--- src/rtl/core_inst_seq.sv ---
// ============================================================================
// core_inst_seq
// ----------------------------------------------------------------------------
// Upstream instruction sequencer for the attention core. A single start pulse
// launches one complete run:
//   Q load -> K load -> kernel load -> execute -> drain wait ->
//   ofifo read into psum memory -> SFP accumulate -> SFP divide -> done
// Q and K rows arrive as a valid/ready stream and are forwarded to the core
// memories on mem_in. Every core operation is issued through the 21-bit inst
// word.
//
// inst and mem_in are registered. What appears on them in a given cycle was
// decided from the state and counter of the previous cycle.
//
// Parameters
//   pr         : Q/K lanes per mem_in beat
//   bw         : bits per lane
//   col        : number of K rows / MAC columns
//   drain_wait : idle cycles between the end of EXEC and the first ofifo read
//                (must be at least 1)
//
// Ports
//   clk       in   1      clock
//   reset     in   1      synchronous active-high reset
//   start     in   1      begin a run; only honoured in IDLE
//   cfg_len   in   5      number of Q rows n; 0 or >16 selects 16
//   in_valid  in   1      in_data beat valid
//   in_ready  out  1      sequencer accepts a beat (LOAD_Q / LOAD_K only)
//   in_data   in   pr*bw  Q/K row data
//   mem_in    out  pr*bw  registered data to the core memories
//   inst      out  21     registered core instruction word
//   busy      out  1      run in progress, up to and including the DONE cycle
//   done      out  1      one-cycle pulse in the DONE state
// ============================================================================
module core_inst_seq #(
    parameter int pr         = 16,
    parameter int bw         = 8,
    parameter int col        = 8,
    parameter int drain_wait = 24
) (
    input  logic               clk,
    input  logic               reset,
    input  logic               start,
    input  logic [4:0]         cfg_len,
    input  logic               in_valid,
    output logic               in_ready,
    input  logic [pr*bw-1:0]   in_data,
    output logic [pr*bw-1:0]   mem_in,
    output logic [20:0]        inst,
    output logic               busy,
    output logic               done
);

    // Instruction word field positions
    localparam int BIT_DIV      = 20;
    localparam int BIT_OFIFO_RD = 16;
    localparam int QK_ADD_HI    = 15;
    localparam int QK_ADD_LO    = 12;
    localparam int PM_ADD_HI    = 11;
    localparam int PM_ADD_LO    = 8;
    localparam int BIT_EXECUTE  = 7;
    localparam int BIT_KLOAD    = 6;
    localparam int BIT_QMEM_RD  = 5;
    localparam int BIT_QMEM_WR  = 4;
    localparam int BIT_KMEM_RD  = 3;
    localparam int BIT_KMEM_WR  = 2;
    localparam int BIT_PMEM_RD  = 1;
    localparam int BIT_PMEM_WR  = 0;

    // The shared counter has to reach the largest per-state count: col in
    // KLOAD, n (up to 16) in EXEC, drain_wait-1 in DRAIN.
    localparam int MAX_A   = (drain_wait > col) ? drain_wait : col;
    localparam int MAX_CNT = (MAX_A > 17) ? MAX_A : 17;
    localparam int CNT_W   = $clog2(MAX_CNT + 1);

    typedef enum logic [3:0] {
        IDLE   = 4'd0,
        LOAD_Q = 4'd1,
        LOAD_K = 4'd2,
        KLOAD  = 4'd3,
        EXEC   = 4'd4,
        DRAIN  = 4'd5,
        OREAD  = 4'd6,
        ACC    = 4'd7,
        DIV    = 4'd8,
        DONE   = 4'd9
    } state_t;

    state_t               state_q, state_d;
    logic [CNT_W-1:0]     cnt_q, cnt_d;
    logic [4:0]           runLen_q, runLen_d;
    logic [20:0]          inst_q, inst_d;
    logic [pr*bw-1:0]     memIn_q, memIn_d;

    logic                 accept;
    logic [CNT_W-1:0]     lenCnt;
    logic [3:0]           addr;
    logic [4:0]           cfgClamped;

    assign accept = in_valid & in_ready;
    assign lenCnt = CNT_W'(runLen_q);
    assign addr   = cnt_q[3:0];

    // A zero length and anything beyond the 16 Q rows the memories hold
    // both mean a full 16-row run.
    assign cfgClamped = ((cfg_len == 5'd0) || (cfg_len > 5'd16)) ? 5'd16 : cfg_len;

    assign inst   = inst_q;
    assign mem_in = memIn_q;

    // State register plus the registered inst/mem_in outputs. Reset drops
    // any run in progress; nothing resumes afterwards.
    always_ff @(posedge clk) begin
        if (reset) begin
            state_q  <= IDLE;
            cnt_q    <= '0;
            runLen_q <= '0;
            inst_q   <= '0;
            memIn_q  <= '0;
        end else begin
            state_q  <= state_d;
            cnt_q    <= cnt_d;
            runLen_q <= runLen_d;
            inst_q   <= inst_d;
            memIn_q  <= memIn_d;
        end
    end

    // Next-state logic. The counter restarts at zero on every state entry.
    // In the load states it advances only on accepted beats, so stalls never
    // skip an address.
    always_comb begin
        state_d  = state_q;
        cnt_d    = cnt_q;
        runLen_d = runLen_q;
        case (state_q)
            IDLE: begin
                if (start) begin
                    runLen_d = cfgClamped;
                    cnt_d    = '0;
                    state_d  = LOAD_Q;
                end
            end
            LOAD_Q: begin
                if (accept) begin
                    if (cnt_q == lenCnt - CNT_W'(1)) begin
                        cnt_d   = '0;
                        state_d = LOAD_K;
                    end else begin
                        cnt_d = cnt_q + CNT_W'(1);
                    end
                end
            end
            LOAD_K: begin
                if (accept) begin
                    if (cnt_q == CNT_W'(col - 1)) begin
                        cnt_d   = '0;
                        state_d = KLOAD;
                    end else begin
                        cnt_d = cnt_q + CNT_W'(1);
                    end
                end
            end
            KLOAD: begin
                // col reads plus one extra cycle for SRAM read latency
                if (cnt_q == CNT_W'(col)) begin
                    cnt_d   = '0;
                    state_d = EXEC;
                end else begin
                    cnt_d = cnt_q + CNT_W'(1);
                end
            end
            EXEC: begin
                // n Q reads plus one trailing execute-only cycle
                if (cnt_q == lenCnt) begin
                    cnt_d   = '0;
                    state_d = DRAIN;
                end else begin
                    cnt_d = cnt_q + CNT_W'(1);
                end
            end
            DRAIN: begin
                if (cnt_q == CNT_W'(drain_wait - 1)) begin
                    cnt_d   = '0;
                    state_d = OREAD;
                end else begin
                    cnt_d = cnt_q + CNT_W'(1);
                end
            end
            OREAD: begin
                if (cnt_q == lenCnt - CNT_W'(1)) begin
                    cnt_d   = '0;
                    state_d = ACC;
                end else begin
                    cnt_d = cnt_q + CNT_W'(1);
                end
            end
            ACC: begin
                if (cnt_q == lenCnt - CNT_W'(1)) begin
                    cnt_d   = '0;
                    state_d = DIV;
                end else begin
                    cnt_d = cnt_q + CNT_W'(1);
                end
            end
            DIV: begin
                cnt_d   = '0;
                state_d = DONE;
            end
            DONE: begin
                cnt_d   = '0;
                state_d = IDLE;
            end
            default: begin
                cnt_d   = '0;
                state_d = IDLE;
            end
        endcase
    end

    // Output logic. inst_d/memIn_d are the values presented one cycle later.
    // mem_in holds its last beat between loads.
    always_comb begin
        in_ready = 1'b0;
        busy     = (state_q != IDLE);
        done     = (state_q == DONE);
        inst_d   = '0;
        memIn_d  = memIn_q;
        case (state_q)
            LOAD_Q: begin
                in_ready = 1'b1;
                if (accept) begin
                    inst_d[BIT_QMEM_WR]            = 1'b1;
                    inst_d[QK_ADD_HI:QK_ADD_LO]    = addr;
                    memIn_d                        = in_data;
                end
            end
            LOAD_K: begin
                in_ready = 1'b1;
                if (accept) begin
                    inst_d[BIT_KMEM_WR]            = 1'b1;
                    inst_d[QK_ADD_HI:QK_ADD_LO]    = addr;
                    memIn_d                        = in_data;
                end
            end
            KLOAD: begin
                inst_d[BIT_KLOAD] = 1'b1;
                if (cnt_q < CNT_W'(col)) begin
                    inst_d[BIT_KMEM_RD]            = 1'b1;
                    inst_d[QK_ADD_HI:QK_ADD_LO]    = addr;
                end
            end
            EXEC: begin
                inst_d[BIT_EXECUTE] = 1'b1;
                if (cnt_q < lenCnt) begin
                    inst_d[BIT_QMEM_RD]            = 1'b1;
                    inst_d[QK_ADD_HI:QK_ADD_LO]    = addr;
                end
            end
            OREAD: begin
                // ofifo pop and psum write happen in the same cycle
                inst_d[BIT_OFIFO_RD]               = 1'b1;
                inst_d[BIT_PMEM_WR]                = 1'b1;
                inst_d[PM_ADD_HI:PM_ADD_LO]        = addr;
            end
            ACC: begin
                inst_d[BIT_PMEM_RD]                = 1'b1;
                inst_d[PM_ADD_HI:PM_ADD_LO]        = addr;
            end
            DIV: begin
                inst_d[BIT_DIV] = 1'b1;
            end
            default: begin
                inst_d = '0;
            end
        endcase
    end

endmodule

--- config.mk ---
export PLATFORM = sky130hd
export DESIGN_NAME = core_inst_seq
export DESIGN_NICKNAME = d
export VERILOG_FILES = /design/src/rtl/core_inst_seq.sv
export SDC_FILE = /design/constraint.sdc
export NUM_CORES = 1
export LEC_CHECK = 0
export CORE_AREA = 2 2 152 117
export CTS_CLUSTER_SIZE = 30
export DETAILED_ROUTE_END_ITERATION = 8
export DIE_AREA = 0 0 154 119
export PLACE_DENSITY = 0.8
export SLEW_MARGIN = 15
export SYNTH_ARGS = -nofsm -noshare
export SYNTH_HDL_FRONTEND = slang
export SYNTH_SLANG_ARGS = --single-unit
export TNS_END_PERCENT = 50
--- constraint.sdc ---
create_clock -name clk -period 1.7 [get_ports clk]
set_input_delay 0.34 -clock clk [delete_from_list [all_inputs] [get_ports clk]]
set_output_delay 0.34 -clock clk [all_outputs]
set_load 0.05 [all_outputs]
; Word level (Yosys, flattened, before mapping)
; Index checks and enable logic that the tools add are counted.
[totals]
out_inout_bits = 152
regBits = 163
[op_classes]
mux = 34
add_sub_neg = 2
magnitude_cmp = 3
n_eq_ne = 24
n_bitwise = 6
reduce_logical = 15
[ops]
columns = operator, n
row1 = $mux 4, 13
row2 = $mux 5, 9
row3 = $pmux 4 s9, 1
row4 = $pmux 5 s7, 1
row5 = $ne 2x2->1 const B, 10
row6 = $eq 4x3->1 const B, 4
row7 = $reduce_or 2->1, 7
row8 = $pmux 4 s3, 1
row9 = $eq 5x5->1, 2
row10 = $reduce_and 10->1, 1
row11 = $mux 1, 9
row12 = $eq 4x2->1 const B, 2
row13 = $eq 4x4->1 const B, 2
row14 = $add 5x1->5 const B, 1
row15 = $eq 5x3->1 const B, 1
row16 = $eq 5x4->1 const B, 1
row17 = $eq 5x5->1 const B, 1
row18 = $gt 5x5->1 const B, 1
row19 = $logic_not 5->1, 1
row20 = $lt 5x4->1 const B, 1
row21 = $lt 5x5->1, 1
row22 = $not 1->1, 5
row23 = $sub 5x1->5 const B, 1
row24 = $eq 4x1->1 const B, 1
row25 = other kinds (6), 7

; Logic depth before layout (Yosys ltp)
[depth]
depth_word = 6
depth_mapped = 8
ltp_nobuf = 8

; Least setup slack after synthesis
; Ideal clock, no wire load.
[synth_timing]
path_kind = register -> register
from = reg state_q[2]
to = reg memIn_q[13], in the netlist mem_in[13]
t_arrival_ps = 1823
slack_ps = -255
required_ps = 1568
period_less_slack_ps = 1955
path_stages_with_launch = 8
path_cell_list = dfxtp_1 -> buf_6 -> nor3_2 -> nand2_1 -> buf_2 -> clkbuf_1 -> nand2_1 -> a21oi_1
[synth_via]
elab_chain_cells = 5
word_cells_on_any_way = 6
cone_classes = eq/ne: 2 / mux: 1 / bitwise: 1 / reduce/logical: 2
[synth_lines]
columns = item, line_no
row1 = start: declaration, 89  ; state_t state_q, state_d;
row2 = start signal: assignment, 121  ; state_q <= state_d;
row3 = $eq 4x2->1 or $eq 4x1->1 (tied branches), 229  ; case (state_q)
row4 = $reduce_or 2->1 (no source line) (*), -
row5 = $mux 1 (*), 229
row6 = named net in_ready, 46  ; output logic in_ready,
row7 = $and 1x1->1 (*), 100  ; assign accept = in_valid & in_ready;
row8 = $reduce_and 2->1 (no source line) (*), -
row9 = end signal: assignment, 125  ; memIn_q <= memIn_d;
row10 = end: declaration, 93  ; logic [pr*bw-1:0] memIn_q, memIn_d;
; The timed path passes the listed nets; every way through them passes the cells marked *.
; A chain may end at the register's enable or synchronous reset.

; Worst setup path after layout
[layout_timing]
from = reg cnt_q[0]
to = reg state_q[0]
[layout_via]
elab_chain_cells = 3
word_cells_on_any_way = 13
cone_classes = eq/ne: 12 / reduce/logical: 1
[layout_lines]
columns = item, line_no
row1 = start: declaration, 90  ; logic [CNT_W-1:0] cnt_q, cnt_d;
row2 = start signal: assignment, 122  ; cnt_q <= cnt_d;
row3 = $eq 5x5->1 (tied with other cells), 183  ; if (cnt_q == CNT_W'(drain_wait - 1)) begin
row4 = $ne 2x2->1 (no source line), -
row5 = $reduce_and 10->1 (no source line) (*), -
; Mark *: on every way between the ends. The rest lies on a longest branch, timed or not.

==> run_results.csv <==
group,metric,value,unit
critical_path,critPathKind,"flop to flop",
finish,final_common_cell,"nand2_1",
power_and_ir_drop,p_leak,4.005,nW
power_and_ir_drop,power.switching,6.672,mW
sta,fin_setup_tns,-0.2166,ns
finish,drive_gt1_frac,0.2577,
place,dp_cells,1254,
critical_path,critical_path_arrival,2.08,ns
power_and_ir_drop,clockPowerShare,0.238,
power_and_ir_drop,switching_share,0.4272,
cts,clk_path_buf_depth,2,
cts,clk_pin_slew,0.07,ns
global_routing,grt_pass1_vias,5802,
floorplan,die_h,119,um
floorplan,rows,42,
synth,ys_warn_count,0,
synth,synth.yosys.seq_area_share,0.5228,
critical_path,endpoint_kind,"flop",
critical_path,crit_path_start_kind,"flop",
critical_path,cp.required,1.98,ns
floorplan,core,17080,um2
sta,setup_viol,6,
sta,finClkSkew,0.01295,ns
sta,setup_ws,-0.1013,ns
global_routing,grt_pass1_wl,28720,um
sta,fin_crit,1.801,ns
cts,cts_root_buffer,"clkbuf_16",
global_routing,track_usage,0.1934,
floorplan,dieArea,18330,um2
cts,ctsHoldBuffers,0,
detailed_routing,via_per_inst,4.796,
job,maxCapViolCount,0,
status,status,"finished with violations",
cts,insertion_delay,0.41,ns
sta,rsz0062_at_grt,"true",
place,hpwl,13050,um
finish,final_util,0.5761,
detailed_routing,drt_pass1_iterations,5,
synth,yosysTopAreaCell,"dfxtp_1",
finish,nets,1208,
cts,cts.sinks,159,
detailed_routing,wl_per_cell,14.33,um
synth,netlist.area_leader.share,0.5228,
global_routing,antenna_found_initial,0,
finish,multi_input_area,2721,um2
place,pre_cts_ws,-0.3746,ns
global_routing,grt-ovfl-total,0,
status,violations,"negative setup slack",
synth,postSynth.topFlopCell,"dfxtp_1",
hold_path,min_path_type,"input pin to flop",
detailed_routing,finalWirelength,18560,um
global_routing,grt_max_degree,101,
synth,syn_avg_cell_area,8.000,um2
cts,cts_tree,"yes",
synth,syn_area,6088,um2
floorplan,start_util,0.3565,
finish,register_area,3204,um2
power_and_ir_drop,seqPwrFrac,0.309,
power_and_ir_drop,power_density,1587,nW/um2
detailed_routing,antenna_left,0,
sta,hold_viol_final,0,
cts,numCtsBuffers,17,
place,place_congestion,0.8986,
finish,fin_cells,1295,
detailed_routing,drtIter0Drc,435,
critical_path,path_max_fanout,7,
synth,synth_area_leaders,"dfxtp_1 52%, nand2_1 17%, a21oi_1 12%",
power_and_ir_drop,internal-power,8.945,mW
finish,fill_cells,1508,
synth,synthDistinctLibCells,47,
detailed_routing,vias,6211,
power_and_ir_drop,p_comb_frac,0.453,
synth,yosys_register_bits,159,
sta,clock.fmax,0.5552,GHz
floorplan,die_x,154,um
power_and_ir_drop,max-vdd-ir-drop,829.1,uV
cts,cts-htree-levels,4,
sta,timing.final.crit_share,1.060,
floorplan,boundaryPins,289,
finish,syn2layout_area_growth,61.61,%
synth,synthCells,761,
synth,synth_edf_count,0,
synth,synth-async-reset-ratio,0,
finish,layout_common_cells,"271 x nand2_1, 186 x buf_4, 150 x dfxtp_1",
finish,diodes,0,
detailed_routing,drc,0,
sta,drv_slew,0,
place,port_buffers,285,
==> through the flow <==
| stage | hold WS (ns) | area, um2 | total power, mW |
|---|---|---|---|
| after global routing | 0.3477 | 9839 | 16.38 |
| after floorplan | 0.4638 | 6102 | 9.274 |
| after global placement | 0.4414 | 8991 | 11.56 |
| after CTS | 0.3187 | 9742 | 15.62 |
| after detailed placement | 0.4471 | 8991 | 11.66 |
| final | 0.3493 | 9839 | 15.62 |
==> metal layers <==
| layer | share of wire | wire [um] | global-route usage | vias to the layer above |
|---|---|---|---|---|
| met1 | 0.42 | 7795 | 0.2297 | 2861 |
| met4 | 0.014 | 261 | 0.05199 | 0 |
| li1 | - | - | - | 3082 |
| met2 | 0.49 | 9056 | 0.3313 | 243 |
| met3 | 0.078 | 1449 | 0.06951 | 25 |
| met5 | 0 | 0 | 0 | - |
==> final cells by class <==
type,count,area share
Tap cell,220,0.02798
Sequential cell,159,0.3257
Timing Repair Buffer,336,0.3053
Multi-Input combinational cell,535,0.2766
Clock inverter,14,0.01551
Inverter,13,0.005341
Clock buffer,18,0.04362
==> cell usage after synthesis, types with 7 or more instances <==
cell / count
dfxtp_1: 159
inv_1: 13
a21oi_1: 140
nand2_1: 275
nand3_1: 7
ha_1: 9
nor2_1: 24
clkbuf_1: 21
buf_4: 19
o21ai_0: 9
buf_2: 14
==> sequential cells by signal, indices dropped and copies added, names as in the netlist <==
| signal | cells |
|---|---|
| cnt_q | 5 |
| inst | 17 |
| state_q | 4 |
| lenCnt | 5 |
| mem_in | 128 |
==> cell families (layout without fill, tap and decap cells) <==
kind of cell	after synthesis	after routing	share of synthesized area
other	1	3	0.0006159
XOR/XNOR	10	10	0.01438
flip-flops	159	159	0.5228
buffers and inverters	69	381	0.05960
AO/OA/AOI/OAI	170	170	0.1504
adder cells (fa/ha/maj)	10	10	0.02014
AND/OR/NAND/NOR	342	342	0.2320
==> worst max-delay path, cell delays in order (launching register included) <==
cell and delay (ns):
dfxtp_1 0.33, inv_2 0.12, ha_1 0.17, nand2_1 0.08, o31ai_2 0.24, o32ai_1 0.11, a21o_2 0.27, o31ai_1 0.26
a21oi_1 0.09
==> power by group through the flow <==
stage	registers, mW	logic (mW)	clock network [mW]
finish	4.82	7.08	3.71
global route	4.90	7.51	3.97
CTS	4.82	6.99	3.81
detailed placement	4.88	6.78	0
global placement	4.84	6.72	0
floorplan	7.06	2.22	0
==> final timing paths <==
path | startpoint | end | slack, ns | depth (start not counted)
max | cnt_q[0]$_SDFFE_PP0P_ | state_q[0]$_SDFFE_PP0P_ | -0.10 | 8
min | reset | state_q[2]$_SDFFE_PP0P_ | 0.35 | 4
max reg2reg | cnt_q[0]$_SDFFE_PP0P_ | state_q[0]$_SDFFE_PP0P_ | -0.10 | 8
min reg2reg | mem_in[127]$_SDFFE_PP0P_ | mem_in[127]$_SDFFE_PP0P_ | 0.45 | 2
==> what timing repair did <==
action                                  in CTS  in global routing
gates resized for setup                     37                 23
endpoints found under the setup margin      16                 18
cloned                                       0                  0
pin swaps                                   10                  5
buffers inserted                             9                  1
No activity file was read; power rests on OpenSTA's default activity.
==> edit: new RTL, same flow settings <==
The 10 states of `state_t` get a one-hot encoding in 10 bits.
--- a/src/rtl/core_inst_seq.sv
+++ b/src/rtl/core_inst_seq.sv
@@ -73,17 +73,17 @@
     localparam int MAX_CNT = (MAX_A > 17) ? MAX_A : 17;
     localparam int CNT_W   = $clog2(MAX_CNT + 1);
 
-    typedef enum logic [3:0] {
-        IDLE   = 4'd0,
-        LOAD_Q = 4'd1,
-        LOAD_K = 4'd2,
-        KLOAD  = 4'd3,
-        EXEC   = 4'd4,
-        DRAIN  = 4'd5,
-        OREAD  = 4'd6,
-        ACC    = 4'd7,
-        DIV    = 4'd8,
-        DONE   = 4'd9
+    typedef enum logic [9:0] {
+        IDLE   = 10'b0000000001,
+        LOAD_Q = 10'b0000000010,
+        LOAD_K = 10'b0000000100,
+        KLOAD  = 10'b0000001000,
+        EXEC   = 10'b0000010000,
+        DRAIN  = 10'b0000100000,
+        OREAD  = 10'b0001000000,
+        ACC    = 10'b0010000000,
+        DIV    = 10'b0100000000,
+        DONE   = 10'b1000000000
     } state_t;
 
     state_t               state_q, state_d;
Function: no difference found for any inputs over 4 cycles, from zero or initial values and one cycle with reset high; so few cycles prove little.
==> edit against the unedited design <==
Worst setup slack got worse by 440 ps. Non-clock buffer count increased by 74. Count of clock-buffer cells in the layout rose by 1. Clock power shrank 1%. Critical path type unchanged. Largest cell class is now buffers. First-iteration DRC count rose by 3.7%. Wire length increased by 25%. Sequential cell count grew 6. Via count rose by 10%. Maximum frequency decreased by 20%. Final area rose by 16%. The flow still finishes with violations (negative setup slack). Power shrank 22%. Area after synthesis grew 4.9%. Cell count is 6.8% higher.
==> edit: results (changes against the unedited design) <==
DR vias: 6,831 (+10%)
Worst-path clk slew: 70 ps (about the same)
VDD IR max: 544.0 uV (-34%)
post-synthesis sequential area ratio: 0.5171 (-0.005671)
worst clock skew: 13.06 ps (+0.1075 ps)
first-pass GRT wire length: 32,650 um (+14%)
wire per inst: 16.78 um (+17%)
DRT iter0 DRCs: 451 (+3.7%)
fill count: 1,292 (-14%)
Met2 Wirelength: 11,080 um (+22%)
post-synthesis mux area share: 0.004897 (+0.004897)
Static Leak: 4.546 nW (+14%)
CTS resizes: 70 (+89%)
crit-path max cell delay: 610 ps (+280 ps)
status: finished, violations left
Slowest-stage cell, CP: or4b_4
P_seq: 4.33 mW (-10%)
met3 GRT Util: 0.05495 (-0.01456)
Met1 Wirelength: 10,170 um (+30%)
Sw Ratio: 0.3440 (-0.08328)
gr usage total: 0.2218 (+0.02845)
Setup Buffers After CTS: 20 (+11)
placer's final routability congestion estimate: 0.8221 (-8.5%)
worst slew pin tran: 537.9 ps
vias in the first global route: 6,429 (+11%)
Finish-stage setup viols: 154 (+148)
Min Hold Slack: 156.9 ps (-192.4 ps)
Synth Area in Compound Gates: 0.1342 (-0.01625)
reg-to-reg startpoint: state_q[4]$_SDFFE_PP0P_
adder-cell share of the synthesized area: 0.01763 (-0.002510)
top cells by count, synth: 270 x nand2_1, 165 x dfxtp_1, 135 x a21oi_1
Clock power frac: 0.299 (+0.061)
hold path depth: 2 (-2)
final worst setup slack: -544.3 ps (-443.0 ps)
synth unique cells: 49 (+4.3%)
xor/xnor share of the synthesized area: 0.01097 (-0.003416)
M1 GR Usage: 0.2822 (+0.05247)
CP delay by family, top: simple AND/OR/NAND/NOR gates
Worst Path Arrival: 2520 ps (+440 ps)
Final #Nets: 1,296 (+7.3%)
failing checks: negative setup slack
hold endpoint: mem_in[46]$_SDFFE_PP0P_
DR WL met3: 1399 um (-3.5%)
layout cell share with drive strength beyond 1: 0.3749 (+0.1172)
maximum fanout along the worst path: 8 (+1)
largest net degree at the start of global routing: 64 (-37%)
==> edit: through the flow <==
stage	util	total power [mW]	cells	setup WS, ps	setup TNS [ps]
global route	0.6675	12.77	1383	-615.3	-80830
CTS	0.6297	11.87	1365	-466.1	-60700
detailed placement	0.5623	7.719	1308	-514.8	-58210
floorplan	-	6.336	780	-335.5	-45190
global placement	0.5623	7.673	1308	-463.8	-53120
finish	0.6675	12.26	1383	-544.3	-70050
==> edit: worst register-to-register path: stages (launching register included) <==
cell and delay (ps):
dfxtp_4 370, nor4_4 340, nand2_2 130, buf_6 140, or4b_4 610, buf_12 200, clkbuf_16 170, nand2_1 100
a21oi_1 60
==> edit: area by class of cell <==
type                    count  area, sq um  share of cell area
clock buffers              19        442.9             0.03885
clock inverters            13        116.4             0.01021
inverters                  11        41.29            0.003622
multi-input cells         545         3266              0.2864
flip-flops and latches    165         3324              0.2916
well taps                 220        275.3             0.02414
repair buffers            410         3935              0.3451
